$ cat src/rtl/seven_seg_display_driver.sv
// Eight-digit multiplexed common-anode seven-segment driver for the RPN calculator.
// Shows the 16-bit result as unsigned decimal (sequential double-dabble) or as 4 hex nibbles.
module seven_seg_display_driver #(
  parameter int REFRESH_CYCLES = 100000
) (
  input  logic        clk,
  input  logic        reset,
  input  logic [15:0] value,
  input  logic        hex_mode,
  output logic [7:0]  anodes,
  output logic [6:0]  segments,
  output logic        busy,
  output logic        updated
);

  localparam int CW = (REFRESH_CYCLES > 1) ? $clog2(REFRESH_CYCLES) : 1;

  typedef enum logic [1:0] {IDLE, SHIFT, COMMIT} state_t;

  state_t           state, state_next;
  logic [15:0]      last_value;
  logic             last_mode;
  logic [19:0]      bcd, bcd_adj;
  logic [15:0]      bin;
  logic [3:0]       iter;
  logic [4:0][3:0]  disp_digits, disp_next;
  logic [CW-1:0]    refresh_cnt;
  logic [2:0]       scan_idx, scan_next;
  logic             refresh_wrap, capture, lit;
  logic [7:0][3:0]  shown;
  logic [7:0]       vis;

  function automatic logic [6:0] seg_decode(input logic [3:0] d);
    case (d)
      4'h0: seg_decode = 7'b1000000;
      4'h1: seg_decode = 7'b1111001;
      4'h2: seg_decode = 7'b0100100;
      4'h3: seg_decode = 7'b0110000;
      4'h4: seg_decode = 7'b0011001;
      4'h5: seg_decode = 7'b0010010;
      4'h6: seg_decode = 7'b0000010;
      4'h7: seg_decode = 7'b1111000;
      4'h8: seg_decode = 7'b0000000;
      4'h9: seg_decode = 7'b0010000;
      4'hA: seg_decode = 7'b0001000;
      4'hB: seg_decode = 7'b0000011;
      4'hC: seg_decode = 7'b1000110;
      4'hD: seg_decode = 7'b0100001;
      4'hE: seg_decode = 7'b0000110;
      default: seg_decode = 7'b0001110;
    endcase
  endfunction

  // Converter control. Input changes are only looked at in IDLE, so a
  // half-finished conversion can never reach the display register.
  always_comb begin
    // NOTE: every always_comb output gets a default first so no path can infer a latch.
    state_next = state;
    capture    = (state == IDLE) && ((value != last_value) || (hex_mode != last_mode));
    case (state)
      IDLE:    if (capture) state_next = hex_mode ? COMMIT : SHIFT;
      SHIFT:   if (iter == 4'd15) state_next = COMMIT;
      COMMIT:  state_next = IDLE;
      default: state_next = IDLE;
    endcase
  end

  // Double-dabble correction: add 3 to any BCD nibble >= 5 before the shift.
  always_comb begin
    bcd_adj = bcd;
    for (int i = 0; i < 5; i++) begin
      if (bcd[4*i +: 4] >= 4'd5) bcd_adj[4*i +: 4] = bcd[4*i +: 4] + 4'd3;
    end
  end

  always_comb begin
    disp_next = disp_digits;
    if (state == COMMIT) begin
      if (last_mode) disp_next = {4'h0, last_value};
      else           disp_next = bcd;
    end
  end

  // Scan and blanking are evaluated on next-cycle state so the registered
  // anode/segment outputs line up with the display register and scan index.
  always_comb begin
    refresh_wrap = (refresh_cnt == CW'(REFRESH_CYCLES - 1));
    scan_next    = refresh_wrap ? scan_idx + 3'd1 : scan_idx;
    shown        = {12'h000, disp_next};
    vis          = '0;
    for (int i = 4; i >= 1; i--) vis[i] = vis[i+1] | (shown[i] != 4'h0);
    vis[0]       = 1'b1;
    lit          = vis[scan_next];
  end

  always_ff @(posedge clk) begin
    if (reset) begin
      state       <= IDLE;
      last_value  <= '0;
      last_mode   <= 1'b0;
      bcd         <= '0;
      bin         <= '0;
      iter        <= '0;
      disp_digits <= '0;
      refresh_cnt <= '0;
      scan_idx    <= '0;
      anodes      <= 8'hFF;
      segments    <= 7'h7F;
      busy        <= 1'b0;
      updated     <= 1'b0;
    end else begin
      // NOTE: sequential state uses non-blocking assignments so every register samples pre-edge values.
      state       <= state_next;
      disp_digits <= disp_next;
      refresh_cnt <= refresh_wrap ? '0 : refresh_cnt + CW'(1);
      scan_idx    <= scan_next;
      busy        <= (state_next != IDLE);
      updated     <= (state == COMMIT);
      anodes      <= lit ? ~(8'b1 << scan_next) : 8'hFF;
      segments    <= lit ? seg_decode(shown[scan_next]) : 7'h7F;
      case (state)
        IDLE: if (capture) begin
          last_value <= value;
          last_mode  <= hex_mode;
          bcd        <= '0;
          bin        <= value;
          iter       <= '0;
        end
        SHIFT: begin
          {bcd, bin} <= {bcd_adj, bin} << 1;
          iter       <= iter + 4'd1;
        end
        default: ;
      endcase
    end
  end

endmodule

$ cat config.mk
export PLATFORM = sky130hd
export DESIGN_NAME = seven_seg_display_driver
export DESIGN_NICKNAME = d
export VERILOG_FILES = /design/src/rtl/seven_seg_display_driver.sv
export SDC_FILE = /design/constraint.sdc
export NUM_CORES = 1
export LEC_CHECK = 0
export BUFFER_PORTS_ARGS = -buffer_cell sky130_fd_sc_hd__buf_2
export CORE_AREA = 2 2 152 154
export DETAILED_ROUTE_END_ITERATION = 10
export DIE_AREA = 0 0 154 156
export GPL_ROUTABILITY_DRIVEN = 0
export SLEW_MARGIN = 20
export SYNTH_ARGS = -nofsm -noshare
export SYNTH_HDL_FRONTEND = slang
export SYNTH_SLANG_ARGS = --single-unit
$ cat constraint.sdc
create_clock -name clk -period 3.6 [get_ports clk]
set_clock_uncertainty 0.15 [all_clocks]
set_input_delay 0.18 -clock clk [delete_from_list [all_inputs] [get_ports clk]]
set_output_delay 0.18 -clock clk [all_outputs]
set_load 0.03 [all_outputs]
==> results.ini <==
[status]
status=finished, final reports clean

[global_route]
grt_pass1_vias=4387
track_usage=0.115
antenna_found_initial=0
grt_pass1_wl_um=22000
grt.overflow.total=0
grt_max_degree=35

[drt]
drtAntennaViolNets=0
first_pass_iters=6
drc=0
drt-met1-wl_um=6020
vias=4583
drt-total-wl_um=13300
top_layer=met4
first_iter_violations=279
vias_per_cell=4.58
routedWlPerCell_um=13.3
met3_length_um=456
wl_met2_um=6380

[clocking]
cts.sinks=116
cts_tree=built
htree_levels=4
clkTransAtPathRegs_ns=0.06
cts_buffers=17
clockBufferDepth=2
cts-root-buf=clkbuf_16
clock_latency_ns=0.41
post-cts-setup-buffers=0

[die]
start_util=0.247
rows=55
core_um2=22400
dieArea_um2=24000
ios=36
dieWidth_um=154
die_y_um=156

[finish]
fin_area_um2=6870
finalNonFillerCells=1001
area_delta_synth_final_pct=24.6
antennaDiodeCount=0
layout-drive-gt1-share=0.161
nets=741

[logic_synthesis]
syn_avg_cell_area_um2=8.51
synth-seq-area-share=0.421
ys_async_sr_fraction=0
synth-seq-cells=116
synth_edf_count=0
synth_area_leaders=dfxtp_1, nand2_1, nor2_1, a21oi_1, ha_1
yosysTopAreaCellShare=0.421
ys.flop_type=dfxtp_1
yosysWarnings=0
synth.distinct_cells=53
syn_inst=648
synth_common_cells=dfxtp_1, nand2_1, nor2_1
synth_top_area_cell=dfxtp_1
yosysMostFrequentCell=dfxtp_1
syn_area_um2=5520

[timing]
hold_viol=0
timing.final.crit_share=0.941
rsz0062_at_grt=false
slew_viol_final=0
setup_violations=0
slew_headroom=0.425
fmax_mhz=295
finalSetupTns_ns=0
whs_ns=0.167
worst_pin_slew_ns=0.863
final.min_clock_period_ns=3.39

[power]
p_sw_frac=0.246
ir_drop_mv=0.310
switching_power_uw=891
clkPwrFrac=0.509
p_leak_uw=0.00252
combinationalPowerShare=0.107
powerDensity_nw_per_um2=527
p_int_uw=2730
pwr-share-seq=0.385

[placed_design]
dp_hpwl_um=9180
placedCellCount=952
placed_area_um2=6050
port_buffers=35

[setup_path]
cp_top_family=simple AND/OR/NAND/NOR gates
path_cells=or4b_1 -> or4_4 -> xnor2_4 -> nor2_1 -> or3_4 -> a31oi_4 -> inv_2 -> ha_1 -> or3b_1 -> o221ai_1 -> nand2_1
crit_path_end_kind=flip-flop
cpPeakStageDelay_ns=0.56
worstPathRequired_ns=3.75
crit_type=reg -> reg
crit_buf_inv=1
slowest_stage=or4b_1
cp-start-kind=flip-flop
cp.arrival_ns=3.54
critPathMaxFanout=5

[job]
drv_cap=0

[worst_hold_path]
hold_path.class=in -> reg

-- logic make-up (layout without fill, tap and decap cells) --
family                     after synthesis  in the layout  share of synthesized area
buffers and inverters                   56            122                     0.0411
muxes                                   37             37                     0.0712
DFF                                    116            116                      0.421
other                                    1              3                   0.000680
adders and majority gates               19             19                     0.0431
xor gates and xnor gates                46             46                     0.0765
AOI/OAI and AO/OA                      116            116                      0.132
and+or+nand+nor                        257            257                      0.215
-- routing by layer --
layer / up-vias / track usage
met3: 27 / 0.0272
met5: - / 0
met2: 71 / 0.193
met1: 2142 / 0.137
met4: 0 / 0.0623
li1: 2343 / -
-- path summary, 6_finish.rpt --
check,start,endpoint,slack [ns],depth (start not counted)
worst max-delay path,refresh_cnt[11],segments[0],0.21,11
worst min-delay path,reset,disp_digits[5],0.17,2
worst min register to register,bin[0],bin[0],0.31,2
worst max register to register,refresh_cnt[11],segments[0],0.21,11
-- cells in the final DEF, fill, tap and decap left out, types with 16 or more instances in the layout --
cell,n
xnor2_1,27
nand3_1,28
mux2i_1,21
ha_1,19
nor3_1,17
nand2_1,94
buf_2,35
o21ai_0,20
xor2_1,18
buf_4,21
dfxtp_1,116
nor2_1,67
clkbuf_16,17
inv_1,16
dlygate4sd3_1,17
a31oi_1,19
a21oi_1,50
-- metrics by stage --
step	setup slack [ns]	utilization	total power [uW]
finish	0.213	0.307	3620
global placement	0.128	0.271	1790
detailed placement	0.106	0.271	1790
CTS	0.106	0.307	3670
global route	0.0640	0.307	3770
floorplan	0.286	-	1670
-- what timing repair did --
| action | CTS | global route |
|---|---|---|
| setup endpoints to repair | 0 | 2 |
| hold buffers | 17 | 0 |
| endpoints found under the hold margin | 35 | 0 |
| resized for setup | 0 | 1 |
-- worst register-to-register path: stages, from the launching register on --
cell	delay [ns]
dfxtp_1	0.32
or4b_1	0.56
or4_4	0.51
xnor2_4	0.22
nor2_1	0.07
or3_4	0.38
a31oi_4	0.22
inv_2	0.09
ha_1	0.24
or3b_1	0.38
o221ai_1	0.08
nand2_1	0.07
-- power by group through the flow --
| stage | Combinational [uW] | Clock, uW | Sequential (uW) |
|---|---|---|---|
| CTS | 389 | 1880 | 1390 |
| finish | 386 | 1840 | 1390 |
| global placement | 372 | 0 | 1420 |
| detailed placement | 373 | 0 | 1420 |
| global route | 425 | 1950 | 1400 |
| floorplan | 237 | 0 | 1430 |
-- registers in the layout (all words and copies together) (netlist names) --
register,flops
state,2
iter,4
scan_idx,3
bin,16
bcd,20
disp_digits,20
last_mode,1
refresh_cnt,17
anodes,8
segments,7
last_value,16
busy,1
updated,1
-- final cells by class --
type	count	area [um^2]
clock inverters	13	205
multi-input cells	478	2980
repair buffers	73	503
inverters	17	63.8
fillers	2323	15500
well taps	285	357
flip-flops and latches	116	2320
clock buffers	19	443
Note: power is estimated with default switching activity, not from simulation.
